$ cat src/rtl/stdout_sink_mux.sv
// ---------------------------------------------------------------------------
// stdout_sink_mux
//
// Multi-channel sink for compiled-program standard-output ports. Several
// Ready/Ack producers are arbitrated round-robin. Each accepted word is tagged
// with its channel number and pushed into a first-word-fall-through FIFO that
// a host drains. When the FIFO is full, the sink either applies backpressure
// (DROP_WHEN_FULL = 0) or acks and discards the word (DROP_WHEN_FULL = 1).
//
// Ports
//   clockInput         single clock, rising edge
//   resetInput         asynchronous, active-high reset
//   stdOutReadyInput   per-channel "word available"
//   stdOutDataInput    channel c occupies bits [c*WIDTH +: WIDTH]
//   stdOutAckOutput    registered one-cycle ack, one-hot or zero
//   readDataOutput     head-of-FIFO word (0 when empty)
//   readChannelOutput  head-of-FIFO channel tag (0 when empty)
//   readValidOutput    FIFO not empty
//   readAckInput       pop head; ignored when empty
//   fillOutput         FIFO occupancy
//   wordCountOutput    words written to the FIFO, wraps
//   dropCountOutput    words discarded, saturates at 0xFFFF
// ---------------------------------------------------------------------------
module stdout_sink_mux #(
    parameter int WIDTH          = 32,
    parameter int CHANNELS       = 2,
    parameter int DEPTH          = 16,
    parameter int DROP_WHEN_FULL = 0,
    localparam int CW = (CHANNELS > 1) ? $clog2(CHANNELS) : 1,
    localparam int FW = $clog2(DEPTH + 1)
) (
    input  logic                      clockInput,
    input  logic                      resetInput,
    input  logic [CHANNELS-1:0]       stdOutReadyInput,
    input  logic [CHANNELS*WIDTH-1:0] stdOutDataInput,
    output logic [CHANNELS-1:0]       stdOutAckOutput,
    output logic [WIDTH-1:0]          readDataOutput,
    output logic [CW-1:0]             readChannelOutput,
    output logic                      readValidOutput,
    input  logic                      readAckInput,
    output logic [FW-1:0]             fillOutput,
    output logic [31:0]               wordCountOutput,
    output logic [15:0]               dropCountOutput
);

    localparam int AW = $clog2(DEPTH);
    localparam int EW = CW + WIDTH;
    localparam logic [FW-1:0] DEPTH_F  = FW'(DEPTH);
    localparam logic [FW-1:0] FILL_ONE = FW'(1'b1);
    localparam logic [AW-1:0] PTR_ONE  = AW'(1'b1);

    typedef enum logic [0:0] {
        ST_IDLE = 1'b0,
        ST_ACK  = 1'b1
    } state_t;

    state_t              state_q, state_d;
    logic [CW-1:0]       last_grant_q, last_grant_d;
    logic [CHANNELS-1:0] ack_q, ack_d;
    logic [AW-1:0]       wr_ptr_q, wr_ptr_d;
    logic [AW-1:0]       rd_ptr_q, rd_ptr_d;
    logic [FW-1:0]       fill_q, fill_d;
    logic [31:0]         word_cnt_q, word_cnt_d;
    logic [15:0]         drop_cnt_q, drop_cnt_d;
    logic [EW-1:0]       mem_q [DEPTH];

    logic                grant_vld_s;
    logic [CW-1:0]       grant_s;
    logic [WIDTH-1:0]    grant_data_s;
    logic                full_s;
    logic                push_s;
    logic                pop_s;
    logic                drop_s;
    logic [EW-1:0]       head_s;

    // Round-robin search: first ready channel starting just after the last grant.
    always_comb begin
        int cand;
        grant_vld_s = 1'b0;
        grant_s     = {CW{1'b0}};
        cand        = 0;
        for (int i = 1; i <= CHANNELS; i++) begin
            cand = int'(last_grant_q) + i;
            cand = (cand >= CHANNELS) ? (cand - CHANNELS) : cand;
            if (!grant_vld_s && stdOutReadyInput[cand[CW-1:0]]) begin
                grant_vld_s = 1'b1;
                grant_s     = cand[CW-1:0];
            end else begin
                grant_vld_s = grant_vld_s;
            end
        end
        grant_data_s = WIDTH'(stdOutDataInput >> (int'(grant_s) * WIDTH));
    end

    // Event decode; fullness is judged before any same-cycle pop.
    always_comb begin
        full_s = (fill_q == DEPTH_F);
        pop_s  = readAckInput && (fill_q != {FW{1'b0}});
        push_s = (state_q == ST_IDLE) && grant_vld_s && !full_s;
        drop_s = (state_q == ST_IDLE) && grant_vld_s && full_s && (DROP_WHEN_FULL != 0);
    end

    // FSM next state, ack and counters.
    always_comb begin
        state_d      = state_q;
        last_grant_d = last_grant_q;
        ack_d        = {CHANNELS{1'b0}};
        case (state_q)
            ST_IDLE: begin
                if (push_s || drop_s) begin
                    state_d      = ST_ACK;
                    last_grant_d = grant_s;
                    ack_d        = CHANNELS'(1'b1) << grant_s;
                end else begin
                    state_d = ST_IDLE;
                end
            end
            ST_ACK:  state_d = ST_IDLE;
            default: state_d = ST_IDLE;
        endcase

        if (push_s) begin
            word_cnt_d = word_cnt_q + 32'd1;
        end else begin
            word_cnt_d = word_cnt_q;
        end

        if (drop_s && (drop_cnt_q != 16'hFFFF)) begin
            drop_cnt_d = drop_cnt_q + 16'd1;
        end else begin
            drop_cnt_d = drop_cnt_q;
        end
    end

    // FIFO pointer and occupancy next state.
    always_comb begin
        if (push_s) begin
            wr_ptr_d = wr_ptr_q + PTR_ONE;
        end else begin
            wr_ptr_d = wr_ptr_q;
        end

        if (pop_s) begin
            rd_ptr_d = rd_ptr_q + PTR_ONE;
        end else begin
            rd_ptr_d = rd_ptr_q;
        end

        if (push_s && !pop_s) begin
            fill_d = fill_q + FILL_ONE;
        end else if (!push_s && pop_s) begin
            fill_d = fill_q - FILL_ONE;
        end else begin
            fill_d = fill_q;
        end
    end

    // Control and counter registers.
    always_ff @(posedge clockInput or posedge resetInput) begin
        if (resetInput) begin
            state_q      <= ST_IDLE;
            last_grant_q <= CW'(CHANNELS - 1);
            ack_q        <= {CHANNELS{1'b0}};
            wr_ptr_q     <= {AW{1'b0}};
            rd_ptr_q     <= {AW{1'b0}};
            fill_q       <= {FW{1'b0}};
            word_cnt_q   <= 32'd0;
            drop_cnt_q   <= 16'd0;
        end else begin
            state_q      <= state_d;
            last_grant_q <= last_grant_d;
            ack_q        <= ack_d;
            wr_ptr_q     <= wr_ptr_d;
            rd_ptr_q     <= rd_ptr_d;
            fill_q       <= fill_d;
            word_cnt_q   <= word_cnt_d;
            drop_cnt_q   <= drop_cnt_d;
        end
    end

    // FIFO storage; contents are unreset, the read side masks them when empty.
    always_ff @(posedge clockInput) begin
        if (push_s) begin
            mem_q[wr_ptr_q] <= {grant_s, grant_data_s};
        end
    end

    // Output drive from registers and storage only.
    always_comb begin
        head_s            = mem_q[rd_ptr_q];
        stdOutAckOutput   = ack_q;
        fillOutput        = fill_q;
        wordCountOutput   = word_cnt_q;
        dropCountOutput   = drop_cnt_q;
        readValidOutput   = (fill_q != {FW{1'b0}});
        if (readValidOutput) begin
            readDataOutput    = head_s[WIDTH-1:0];
            readChannelOutput = head_s[WIDTH +: CW];
        end else begin
            readDataOutput    = {WIDTH{1'b0}};
            readChannelOutput = {CW{1'b0}};
        end
    end

endmodule

$ cat config.mk
export PLATFORM = sky130hd
export DESIGN_NAME = stdout_sink_mux
export DESIGN_NICKNAME = d
export VERILOG_FILES = /design/src/rtl/stdout_sink_mux.sv
export SDC_FILE = /design/constraint.sdc
export NUM_CORES = 1
export LEC_CHECK = 0
export CAP_MARGIN = 20
export CORE_ASPECT_RATIO = 1.25
export CORE_MARGIN = 1
export CORE_UTILIZATION = 63
export CTS_BUF_LIST = sky130_fd_sc_hd__clkbuf_4 sky130_fd_sc_hd__clkbuf_8 sky130_fd_sc_hd__clkbuf_16
export DETAILED_ROUTE_END_ITERATION = 7
export PLACE_DENSITY = 0.91
export SETUP_SLACK_MARGIN = 0.5
export SLEW_MARGIN = 20
export SYNTH_ARGS = -nofsm -noshare
export SYNTH_HDL_FRONTEND = slang
export SYNTH_SLANG_ARGS = --single-unit
$ cat constraint.sdc
create_clock -name clockInput -period 10.94 [get_ports clockInput]
set_input_delay 1.641 -clock clockInput [delete_from_list [all_inputs] [get_ports clockInput]]
set_output_delay 1.641 -clock clockInput [all_outputs]
set_load 0.02 [all_outputs]
Yosys cells after proc, flatten, opt, wreduce, memory -nomap -nowiden
Memories as Yosys holds them, arrays and structs flattened.
Cells that the tools add are included.
{ "classes": {"addsub": 9, "magnitude_cmp": 4, "n_eq_ne": 1, "shifts": 2, "mux": 19, "bitwise": 1, "reduce_logical": 13} }
{ "ops": {"columns": ["operator", "n"], "rows": [
  ["$shr 64x6->32", 1],
  ["$add 32x1->32 const B", 1],
  ["$mux 32", 1],
  ["$mux 1", 13],
  ["$mux 5", 2],
  ["$add 4x1->4 const B", 2],
  ["$logic_and 1x1->1", 6],
  ["$add 5x1->5 const B", 1],
  ["$eq 5x5->1 const B", 1],
  ["$reduce_bool 5->1", 1],
  ["$sub 5x1->5 const B", 1],
  ["$logic_not 1->1", 4],
  ["$lt 1x2->1 const B", 2],
  ["$mux 2", 2],
  ["$add 1x2->3 const B", 1],
  ["$ge 3x2->1 const B", 1],
  ["$add 1x1->2 const B", 1],
  ["$ge 2x2->1 const B", 1],
  ["$pmux 1 s2", 1],
  ["$reduce_and 2->1", 1],
  ["$reduce_bool 2->1", 1],
  ["$shl 1x1->2 const A", 1],
  ["$sub 1x1->1 const B", 2],
  ["$not 1->1", 1]
]} }
{ "word_totals": {"register_bits": 49, "ram_bits": 528, "in_bits": 69, "output_inout_bits": 89, "wordCells": 57, "n_memories": 1} }
{ "mem_list": {"columns": ["memory", "depth", "width", "rd", "rd_clocked_by_memory_dff", "write_ports", "line", "rtl"], "rows": [
  ["mem_q", 16, 33, 1, 0, 1, "65", "logic [EW-1:0] mem_q [DEPTH];"]
]} }

Depth between registers and ports, before layout
{ "logic_depth": {"ltp_word": 15, "mapped_depth": 12, "depth_no_buf": 11} }

Worst setup path after synthesis
OpenSTA, ideal clock, no wires.
{ "synth_timing": {"kind": "in2reg", "from": "in stdOutReadyInput[0]", "to": "mem mem_q[0][0] (netlist bit), enable pin", "setup_time_ps": 464, "arrival_time_ps": 4370, "required_time_ps": 10476, "path_slack_ps": 6106, "path_stages": 5, "path_buffers": 1, "path_cell_list": "o21ai_2 inv_1 buf_2 nand2_1 nor3_1"} }
{ "synth_between": {"elab_chain_cells": 10, "elab_cells_between_ends": 12, "cone_classes": "8 x mux; 4 x reduce/logical"} }
{ "synth_rtl": {"columns": ["item", "line", "rtl"], "rows": [
  ["from (decl)", "34", "input logic [CHANNELS-1:0] stdOutReadyInput,"],
  ["$mux 1 (not written as such) (2 in series)", "85", "if (!grant_vld_s && stdOutReadyInput[cand[CW-1:0]]) begin"],
  ["$mux 1", "85", null],
  ["$logic_not 1->1", "85", null],
  ["$logic_and 1x1->1", "85", null],
  ["$mux 1 *", "85", null],
  ["$logic_and 1x1->1 *", null, null],
  ["$logic_and 1x1->1 *", "99", "push_s = (state_q == ST_IDLE) && grant_vld_s && !full_s;"],
  ["net push_s", "71", "logic push_s;"],
  ["$mux 1 *", "183", "if (push_s) begin"],
  ["$mux 1 (not written as such) *", "184", "mem_q[wr_ptr_q] <= {grant_s, grant_data_s};"],
  ["to (decl)", "65", null]
]} }
The timed path passes the listed nets; every way through them passes the cells marked *. The select of a mux whose other input is x is not followed.

Worst setup path after layout
{ "layout_timing": {"from": "reg rd_ptr_q[1]", "to": "out readChannelOutput"} }
{ "layout_between": {"elab_chain_cells": 2} }
{ "layout_rtl": {"columns": ["item", "line", "rtl"], "rows": [
  ["from (decl)", "61", "logic [AW-1:0] rd_ptr_q, rd_ptr_d;"],
  ["from (signal assigned)", "165", "rd_ptr_q <= {AW{1'b0}};"],
  ["from (signal assigned)", "174", "rd_ptr_q <= rd_ptr_d;"],
  ["$mem_v2 16x33", null, null],
  ["$mux 1", "196", "if (readValidOutput) begin"],
  ["to (decl)", "38", "output logic [CW-1:0] readChannelOutput,"]
]} }
No other way between the ends.

==> results.md <==
Worst setup path:
- The startpoint of the most critical register-to-register path is fillOutput[0].
- The cell family contributing the most delay on the critical path is buffers and inverters.
- Of all nets on the critical path, the largest fanout is 56.
- The total buffers and inverters traversed by the critical path is 3.
- The cell occurring most often along the worst timing path is buf_4.
- The arrival time reported for the critical path endpoint is 4.79 ns.
- The critical path is of the register to output port type.
- Traced cell by cell, the critical path runs through buf_4 -> buf_4 -> mux4_2 -> mux2i_1 -> o22ai_1 -> clkdlybuf4s50_1.
- The sort of element at the end of the critical path is an output port.
- For this design, the slowest cell found on the critical path is buf_4.
- The worst-case reg-to-reg path depth is 7.
- The category of the worst setup path launch point is a register.
- The data required time at the worst endpoint is 9.30 ns.
- The setup slack of the most critical reg-to-reg path is 7.23 ns.
- In this run the critical register-to-register path is captured at mem_q[4][24].
- The largest single stage delay on the critical path is 0.91 ns.

Global routing:
- The initial antenna violation count is 0.
- The first global-routing pass estimated 80600 um of wire.
- The final global-route overflow total is 0.
- The largest net degree at the start of global routing is 66.
- The via count of the first global-routing pass is about 13k.
- Across every metal layer, demand over resource in global routing totals between 30% and 40%.

Synth:
- Of the post-synthesis cell area, the dominant cell type holds between 60 and 70%.
- The combined area of all synthesized cells is 23000 um2.
- The most area-hungry cell type in the Yosys netlist is edfxtp_1.
- The gate count after technology mapping is around 1.1k.
- The synthesized design contains 528 enable-type register cells.
- For this run, asynchronously set or reset flops after synthesis account for 8.49%.
- The average footprint of a synthesized cell is approximately 21 um2.
- The post-synthesis sequential element count is 577.
- The number of distinct library cells after synthesis is 44.
- After synthesis, the cell types taking the most area are edfxtp_1 (69%), mux4_2 (13%), dfrtp_1 (5.2%), mux2i_1 (3.0%), mux2_2 (1.6%).
- The total number of yosys warnings is 0.
- Summing the sequential cell areas from Yosys gives 74.4% of the chip area.
- The most used flip-flop cell after synthesis is edfxtp_1.

Place:
- At the end of routability-driven placement, the weighted congestion stood at 0.786.
- Summed over all nets, the half-perimeter wirelength after detailed placement is 27400 um.
- Before CTS, the worst setup slack after placement is 5.10 ns.
- During placement, the flow inserted port buffers numbering 141.

CTS:
- The clock edge transition at the registers on the reported setup and hold paths is about 0.07 ns.
- The maximum number of buffers from clock root to sink is 3.
- CTS placed an instance of clkbuf_16 at the clock tree root.
- The number of post-CTS setup repair buffers is 0.
- The number of instances resized during post-cts repair is 0.
- Clock tree synthesis found a total of roughly 580 sinks.
- For this design, the CTS-stage hold fixing added 0 buffers.
- The worst-skew pair later-pin latency is 0.58 ns.
- The clock tree synthesis step divided the H-tree into 2 levels.
- The TritonCTS clock tree is done.
- The number of buffers created by CTS is 52.

Floorplan:
- 158 I/O pins were placed.
- The floorplan step set the die height to 215 um.
- The initial cell density of the core is 64.4%.
- From left edge to right edge, the die measures 173 um.
- After floorplanning, the core was sized to cover 35600 um2.
- The full die area is 37200 um2.
- Row generation in the floorplan step produced 77 rows.

Route:
- The vias per cell is 6.67.
- For this block, the routed nets add up to between 50000 and 60000 um of wire.
- The detailed-routing iteration count for the pre-antenna-repair pass is 5.
- The routed layout has 11.9k vias.
- After detailed routing, the average wire length per cell comes to between 30 and 40 um.
- After the first detailed-routing iteration, the DRC count stood at 1231.
- The number of DRC violations after detailed routing is 0.
- The remaining number of nets flagged by the antenna check after routing is 0.

Outcome:
- The flow ran to the end, and the final reports show no timing, DRC or antenna violations.

Power:
- In this run the static leakage power is between 8 and 9 nW.
- The power density over cell area is 267 nW/um2.
- Summing internal, switching and leakage power gives ~7.1 mW.
- IR analysis of the VDD net gives a maximum drop of between 0.15 and 0.2 mV.

STA:
- Derived from the worst setup path, the maximum achievable clock frequency is 0.155 GHz.
- The smallest setup slack after layout is 4.51 ns.
- Hold is met by 0.496 ns.
- Setup repair after global routing left no endpoint under its margin.
- Setup violations remaining at the end of the flow were counted as 0.
- The clock period minus worst slack is 6.43 ns.
- The number of hold-slack violations in the final timing report was 0.
- After routing, the total negative slack on setup checks comes to 0 ns.
- The pin slew with the least headroom to its limit is between 1 and 1.5 ns.
- The number of pins exceeding their max-slew limit in the final report came to 0.
- Of the available clock period, the critical path in the final layout requires 58.8%.
- The worst-case clock skew is 0.0174 ns.
- The relative max-transition margin is 24.8%.

Min path:
- The hold-critical path endpoint is wordCountOutput[31].
- Counting instances, the worst hold path has a depth of 1.
- The worst min-delay path class is register to register.
- The startpoint identified for the worst hold timing path is wordCountOutput[31].

Layout:
- In the final layout, the share of cells above drive strength 1 is 23.8%.
- In the final design database the tool counted 1344 nets.
- The library cells used most frequently in the layout, excluding fill and tap cells, are edfxtp_1 (528), clkdlybuf4s50_1 (141), mux4_2 (132).
- Leaving out fill and tap cells, the most frequent cell in the layout is edfxtp_1.
- The number of antenna diodes in the final layout is 0.
- The synthesis-to-layout area growth is 16.4%.

Run:
- The max-capacitance violation count is 0.
==> through the flow <==
| stage | util, % | area (um2) | cells |
|---|---|---|---|
| after floorplan | - | 23000 | 1116 |
| after global placement | 70.0 | 24900 | 1683 |
| after detailed placement | 70.0 | 24900 | 1683 |
| after CTS | 75.0 | 26700 | 1779 |
| after global routing | 75.0 | 26700 | 1779 |
| final | 75.0 | 26700 | 1779 |
==> worst register-to-register path, cell delays in order, from the launching register on <==
cell and delay (ns):
dfrtp_1 0.48, nor4_4 0.11, a21oi_1 0.69, o21ai_2 0.24
inv_1 0.36, nand2_1 0.32, nor2_4 0.59, buf_4 0.56
==> cells by family after synthesis <==
logic type | share of synthesized area (%)
flip-flops | 74.4
multiplexers | 17.5
AND/OR/NAND/NOR | 2.54
buffers and inverters | 1.90
AO/OA/AOI/OAI | 1.38
XOR/XNOR | 1.56
adder cells (fa/ha/maj) | 0.686
other | 0.0163
==> power breakdown <==
| group | switching [mW] | internal, mW |
|---|---|---|
| Sequential | 0.282 | 2.72 |
| Clock | 0.797 | 1.10 |
| Combinational | 1.19 | 1.04 |
| Total | 2.27 | 4.86 |
==> cell type report <==
type	count	area [um2]
flip-flops and latches	577	17100
multi-input cells	456	5620
repair buffers	164	1580
fillers	1842	8920
clock buffers	60	1380
well taps	474	593
inverters	12	46.3
clock inverters	36	403
==> state kept, by name, summed over array words and instances, names as in the netlist <==
name / count
mem_q: 528
wordCountOutput: 32
fillOutput: 5
rd_ptr_q: 4
wr_ptr_q: 4
stdOutAckOutput: 2
last_grant_q: 1
state_q: 1
==> synth_stat cells (2+ instances only) <==
library cell,count
a21o_1,2
xor2_1,18
buf_1,6
mux4_2,132
nand3_1,14
a21oi_1,3
and2_1,7
nand4_1,7
nand2b_1,5
edfxtp_1,528
and3_1,9
nor3_2,2
o22ai_1,33
buf_2,30
nor2_1,23
xnor2_1,23
ha_1,11
buf_4,23
mux2i_1,68
o21ai_0,3
inv_1,12
and4_1,2
mux2_2,33
clkbuf_1,12
nor3_1,9
nand2_1,21
dfrtp_1,48
==> how the worst max path moves through the flow <==
| stage | start | endpoint | slack [ns] | cells past startpoint |
|---|---|---|---|---|
| 4_1_cts | rd_ptr_q[1] | readDataOutput[29] | 4.45 | 6 |
| 2_1_floorplan | stdOutReadyInput[0] | mem_q[0][0] | 6.11 | 5 |
| 6_report | rd_ptr_q[1] | readChannelOutput | 4.51 | 6 |
| 3_3_place_gp | rd_ptr_q[1] | readDataOutput[31] | 5.17 | 6 |
| 5_1_grt | rd_ptr_q[1] | readDataOutput[29] | 4.17 | 6 |
| 3_5_place_dp | rd_ptr_q[1] | readDataOutput[31] | 5.10 | 6 |
==> per-layer routing <==
layer	track usage, %	part of all wire, %	vias up
met5	0	0	-
met4	14.7	5.0	0
met3	5.69	9.1	176
met2	53.7	52	788
met1	35.7	33	6104
li1	-	-	4793
Power figures use the tool's default switching activity.
